<file path="config.mk">
export PLATFORM = sky130hd
export DESIGN_NAME = flash_sample_streamer
export DESIGN_NICKNAME = d
export VERILOG_FILES = /design/src/rtl/flash_sample_streamer.sv
export SDC_FILE = /design/constraint.sdc
export NUM_CORES = 1
export LEC_CHECK = 0
export BUFFER_PORTS_ARGS = -buffer_cell sky130_fd_sc_hd__clkbuf_2
export CAP_MARGIN = 15
export CORE_MARGIN = 5
export CORE_UTILIZATION = 60
export CTS_BUF_LIST = sky130_fd_sc_hd__clkbuf_4
export DETAILED_ROUTE_END_ITERATION = 8
export PLACE_DENSITY = 0.8
export RECOVER_POWER = 100
export SKIP_CTS_REPAIR_TIMING = 1
export SYNTH_ARGS = -nofsm -noshare
export SYNTH_HDL_FRONTEND = slang
export SYNTH_SLANG_ARGS = --single-unit
</file>
<file path="constraint.sdc">
create_clock -name clk -period 2.7 [get_ports clk]
set_clock_uncertainty 0.05 [all_clocks]
set_input_delay 0.405 -clock clk [delete_from_list [all_inputs] [get_ports clk]]
set_output_delay 0.405 -clock clk [all_outputs]
set_load 0.02 [all_outputs]
</file>
<file path="src/rtl/flash_sample_streamer.sv">
`default_nettype none
// ============================================================================
// Module   : flash_sample_streamer
// Purpose  : Fetches little-endian 16-bit PCM samples from a parallel NOR
//            flash into a small FIFO and releases them to the codec at a
//            fixed sample rate. Supports start/stop, looping and volume.
// Ports    : clk, Reset_n            - clock, async active-low reset
//            start, stop             - playback control pulses
//            start_addr, end_addr    - first/last sample byte address
//            loop, volume            - wrap enable, right-shift amount
//            FL_ADDR, FL_OE_N, FL_DQ - flash bus
//            sample, sample_strobe   - codec sample and update pulse
//            busy, underrun          - playback / starvation status
// Revision : 1.0 - initial release
// ============================================================================
module flash_sample_streamer #(
  parameter int CLK_DIV     = 1042,
  parameter int WAIT_CYCLES = 5,
  parameter int FIFO_DEPTH  = 4
) (
  input  logic        clk,
  input  logic        Reset_n,
  input  logic        start,
  input  logic        stop,
  input  logic [22:0] start_addr,
  input  logic [22:0] end_addr,
  input  logic        loop,
  input  logic [2:0]  volume,
  output logic [22:0] FL_ADDR,
  output logic        FL_OE_N,
  input  logic [7:0]  FL_DQ,
  output logic [15:0] sample,
  output logic        sample_strobe,
  output logic        busy,
  output logic        underrun
);

  localparam int c_PACE_W = $clog2(CLK_DIV + 1);
  localparam int c_WAIT_W = $clog2(WAIT_CYCLES + 1);
  localparam int c_PTR_W  = $clog2(FIFO_DEPTH);

  localparam logic [c_PACE_W-1:0] c_PACE_LAST = c_PACE_W'(CLK_DIV - 1);
  localparam logic [c_WAIT_W-1:0] c_WAIT_LAST = c_WAIT_W'(WAIT_CYCLES - 1);
  localparam logic [c_PTR_W:0]    c_FULL      = (c_PTR_W + 1)'(FIFO_DEPTH);

  typedef enum logic [2:0] {
    F_IDLE = 3'd0,
    F_LO   = 3'd1,
    F_HI   = 3'd2,
    F_PUSH = 3'd3,
    F_DONE = 3'd4
  } fetch_state_t;

  fetch_state_t        r_state;
  logic [22:0]         r_addr;
  logic [c_WAIT_W-1:0] r_wait;
  logic [7:0]          r_lo;
  logic [7:0]          r_hi;
  logic                r_fetch_done;
  logic [15:0]         r_mem [FIFO_DEPTH];
  logic [c_PTR_W-1:0]  r_wr_ptr;
  logic [c_PTR_W-1:0]  r_rd_ptr;
  logic [c_PTR_W:0]    r_count;
  logic [c_PACE_W-1:0] r_pace;

  logic [22:0]        w_start_addr;
  logic [22:0]        w_end_addr;
  logic               w_tick;
  logic               w_empty;
  logic               w_full;
  logic               w_push;
  logic               w_pop;
  logic signed [15:0] w_scaled;
  logic               w_unused;

  // Samples are word aligned; the low address bit is not part of the range.
  assign w_start_addr = {start_addr[22:1], 1'b0};
  assign w_end_addr   = {end_addr[22:1], 1'b0};
  assign w_unused     = ^{start_addr[0], end_addr[0]};

  assign w_tick   = busy && (r_pace == c_PACE_LAST);
  assign w_empty  = (r_count == '0);
  assign w_full   = (r_count == c_FULL);
  // A control pulse flushes the FIFO, so a push in that cycle is discarded.
  assign w_push   = (r_state == F_PUSH) && !start && !stop;
  assign w_pop    = w_tick && !w_empty;
  assign w_scaled = $signed(r_mem[r_rd_ptr]) >>> volume;

  always_ff @(posedge clk) begin
    if (w_push) begin
      r_mem[r_wr_ptr] <= {r_hi, r_lo};
    end
  end

  always_ff @(posedge clk or negedge Reset_n) begin
    if (!Reset_n) begin
      r_state       <= F_IDLE;
      r_addr        <= '0;
      r_wait        <= '0;
      r_lo          <= '0;
      r_hi          <= '0;
      r_fetch_done  <= 1'b0;
      r_wr_ptr      <= '0;
      r_rd_ptr      <= '0;
      r_count       <= '0;
      r_pace        <= '0;
      FL_ADDR       <= '0;
      FL_OE_N       <= 1'b1;
      sample        <= '0;
      sample_strobe <= 1'b0;
      busy          <= 1'b0;
      underrun      <= 1'b0;
    end else begin
      sample_strobe <= 1'b0;

      if (stop) begin
        // Stop takes priority over a simultaneous start.
        busy     <= 1'b0;
        r_state  <= F_IDLE;
        FL_OE_N  <= 1'b1;
        r_wait   <= '0;
        r_pace   <= '0;
        r_wr_ptr <= '0;
        r_rd_ptr <= '0;
        r_count  <= '0;
      end else if (start) begin
        // Restart from scratch; any read in flight is abandoned.
        busy         <= 1'b1;
        underrun     <= 1'b0;
        r_pace       <= '0;
        r_wr_ptr     <= '0;
        r_rd_ptr     <= '0;
        r_count      <= '0;
        r_addr       <= w_start_addr;
        r_fetch_done <= 1'b0;
        r_state      <= F_IDLE;
        FL_OE_N      <= 1'b1;
        r_wait       <= '0;
      end else begin
        // Sample pacer
        if (busy) begin
          r_pace <= w_tick ? '0 : r_pace + 1'b1;
        end

        if (w_tick) begin
          if (!w_empty) begin
            r_rd_ptr      <= r_rd_ptr + 1'b1;
            sample        <= w_scaled;
            sample_strobe <= 1'b1;
          end else if (!r_fetch_done) begin
            underrun <= 1'b1;
          end else begin
            // Final strobe of a finished clip returns the codec to silence.
            busy          <= 1'b0;
            sample        <= '0;
            sample_strobe <= 1'b1;
          end
        end

        case ({w_push, w_pop})
          2'b10:   r_count <= r_count + 1'b1;
          2'b01:   r_count <= r_count - 1'b1;
          default: r_count <= r_count;
        endcase

        // Flash fetch sequencer
        case (r_state)
          F_IDLE: begin
            if (busy && !r_fetch_done && !w_full) begin
              r_state <= F_LO;
              FL_ADDR <= r_addr;
              FL_OE_N <= 1'b0;
              r_wait  <= '0;
            end
          end
          F_LO: begin
            if (r_wait == c_WAIT_LAST) begin
              r_lo    <= FL_DQ;
              FL_ADDR <= {r_addr[22:1], 1'b1};
              r_wait  <= '0;
              r_state <= F_HI;
            end else begin
              r_wait <= r_wait + 1'b1;
            end
          end
          F_HI: begin
            if (r_wait == c_WAIT_LAST) begin
              r_hi    <= FL_DQ;
              FL_OE_N <= 1'b1;
              r_wait  <= '0;
              r_state <= F_PUSH;
            end else begin
              r_wait <= r_wait + 1'b1;
            end
          end
          F_PUSH: begin
            r_wr_ptr <= r_wr_ptr + 1'b1;
            // ">=" also covers start_addr > end_addr: one sample, then done.
            if (r_addr >= w_end_addr) begin
              if (loop) begin
                r_addr  <= w_start_addr;
                r_state <= F_IDLE;
              end else begin
                r_fetch_done <= 1'b1;
                r_state      <= F_DONE;
              end
            end else begin
              r_addr  <= r_addr + 23'd2;
              r_state <= F_IDLE;
            end
          end
          F_DONE: begin
            r_state <= F_DONE;
          end
          default: begin
            r_state <= F_IDLE;
          end
        endcase
      end
    end
  end

endmodule
`default_nettype wire
</file>
==> impl_metrics.ini <==
[synthesis]
syn_nets = 796
synth.distinct_cells = 58
async_flop_share_pct = 62.4
synth_most_common_cell = dfrtp_1
syn_avg_cell_area_um2 = 12.1
syn_inst = 701
netlist_top_cells_area = dfrtp_1, edfxtp_1, mux2_2, ha_1, mux2i_1
synth_top_flop_cell = dfrtp_1
synth-edff-count = 64
yosysWarnings = 0
synth_common_cells = dfrtp_1, edfxtp_1, nand2_1
syn_area_mm2 = 0.00846
yosys.area.top_type = dfrtp_1
ys_seq_elements = 170
yosysTopAreaCellShare_pct = 31.1
seq_area_frac_synth_pct = 54.1

[timing]
setup_viol = 0
worst_pin_slew_ps = 1400
fin_crit_ps = 2580
relSlewSlack_pct = 6.92
fin_crit_sh_pct = 95.6
tns_ps = 0
hold_viol = 0
fmax_mhz = 387
report.final.slew_viol_count = 0

[placement]
gp_congestion = 0.928
dpl.hpwl_um = 14100
portBuffers = 102
dp.cells = 996

[routing]
drtAntennaViolNets = 0
vias = 6259
drt-total-wl_um = 19200
viasPerCell = 6.04
wire_per_inst_um = 18.5
drc_errors = 0
drt_first_pass_iters = 5
drt-initial-drc-count = 537

[grt]
grt_pass1_wl_um = 31700
antenna_found_initial = 1
grt_pass1_vias = 6387
track_usage_pct = 24.3
grt_max_degree = 53
gr-total-overflow = 0

[worst_hold_path]
min_path_type = in2reg
whs_endpoint = r_lo[6]
hold_depth = 2
worstHoldStart = FL_DQ[6]

[cells_and_area]
drive_above_1_share_pct = 22.3
nNetsFinal = 938
finish.utilization_pct = 70.0
instances_no_fill = 1037
area_growth_pct = 14.8

[job]
maxCapViolCount = 0

[clock_network]
cts_root_buffer = clkbuf_4
clkTransAtPathRegs_ps = 160
cts_max_level = 4
cts_buffer_depth = 2
cts_tree = yes
clock_sinks = 170
insertion_delay_ps = 570
numCtsBuffers = 17

[worst_setup_path]
critPathArrivalTime_ps = 3000
critPathMaxFanout = 18
start_kind = register
path_class = reg2reg
critPathRequiredTime_ps = 3120
timing.reg2reg.setup_slack_ps = 120
reg2regPathDepth = 5
worst_r2r_startpoint = r_rd_ptr[0]
r2r_end = sample[6]
cp-end-kind = register

[power]
pwr_density_cell_mw_per_mm2 = 624
irDropWorstVdd_uv = 369
power_leakage_nw = 4.37

[floorplan]
row_count = 43
design.core.area_mm2 = 0.0139
top_level_ports = 105
die_w_um = 129
die_area_mm2 = 0.0166
chipHeight_um = 129
initial_core_util_pct = 60.9

[run_status]
status = finished clean
worst max-delay path, stage by stage, from the launching register on:
cell	delay [ps]
dfrtp_1	360
clkbuf_4	350
mux4_1	680
mux2_2	340
mux4_2	480
a22o_1	220
registers in the layout, summed over array words and instances, names as in the netlist, 2 cells and up:
signal    count
r_wait        3
FL_ADDR      23
r_mem        64
r_pace       11
r_rd_ptr      2
sample       16
r_hi          8
r_addr       22
r_wr_ptr      2
r_count       3
r_lo          8
r_state       3
metal layers:
metal / share of wire, % / up-vias / global-route usage (%)
met1: 41 / 3106 / 32.9
met3: 6.8 / 43 / 4.90
met4: 2.5 / 0 / 9.57
li1: - / 2872 / -
met2: 49 / 238 / 39.0
met5: 0 / - / 0
layout by cell type (no fill, tap or decap), types with 3 or more instances in the layout:
cell / synthesis / routed
or3_1: 6 / 6
mux4_1: 11 / 11
xor2_1: 9 / 9
clkbuf_1: 19 / 51
nand2b_1: 4 / 4
nor3_1: 8 / 8
inv_1: 45 / 45
ha_1: 32 / 32
buf_4: 0 / 29
dlygate4sd3_1: 0 / 8
and3_1: 11 / 11
edfxtp_1: 64 / 64
o21ai_0: 46 / 44
mux2i_1: 32 / 32
a2bb2oi_1: 8 / 8
mux4_2: 9 / 9
inv_8: 0 / 8
nand4_1: 14 / 14
nand3_1: 19 / 19
clkbuf_2: 1 / 64
and4_1: 3 / 3
a21o_1: 7 / 6
a22o_1: 12 / 12
a21oi_1: 30 / 30
dfrtp_1: 105 / 105
xnor2_1: 4 / 4
nor2_1: 44 / 44
a22oi_1: 8 / 8
clkbuf_4: 0 / 18
nand2_1: 55 / 55
mux2_2: 42 / 42
a211oi_1: 3 / 3
kinds of logic after synthesis:
logic type,synth area share (%)
multiplexers,15.2
AO/OA/AOI/OAI,10.3
XOR/XNOR,1.35
flip-flops,54.1
AND/OR/NAND/NOR,10.1
adder cells (fa/ha/maj),4.97
buffers and inverters,3.99
report_power, final:
part           leakage, nW  total [W]  internal, W  switching, W
Clock                0.172    0.00161     0.000608       0.00100
Sequential            2.02    0.00308      0.00290      0.000180
Combinational         2.17    0.00138     0.000563      0.000812
through the flow:
step	setup slack [ps]	hold WS [ps]	area [um^2]	power, W
floorplan	233	59.4	8460	0.00394
global placement	9.03	416	9410	0.00444
detailed placement	-140	424	9410	0.00452
CTS	-42.4	-207	9730	0.00612
global route	-15.8	1.94	9710	0.00639
finish	119	48.8	9710	0.00606
layout make-up:
type                            instances  area (um^2)
Clock buffer                           17          128
Fill cell                            1040         4170
Timing Repair Buffer                  155          857
Inverter                               45          169
Clock inverter                         15          193
Sequential cell                       170         4580
Antenna cell                            1         2.50
Multi-Input combinational cell        454         3560
Tap cell                              180          225
worst max path at each step:
stage	start	to	slack, ps	depth (start not counted)
global placement	end_addr[10]	r_addr[3]	9	11
detailed placement	end_addr[18]	r_addr[14]	-140	10
CTS	r_addr[18]	r_addr[14]	-40	8
global route	r_addr[12]	r_addr[8]	-20	10
finish	r_rd_ptr[0]	sample[6]	120	5
floorplan	end_addr[22]	r_addr[14]	230	12
Power figures use the tool's default switching activity.
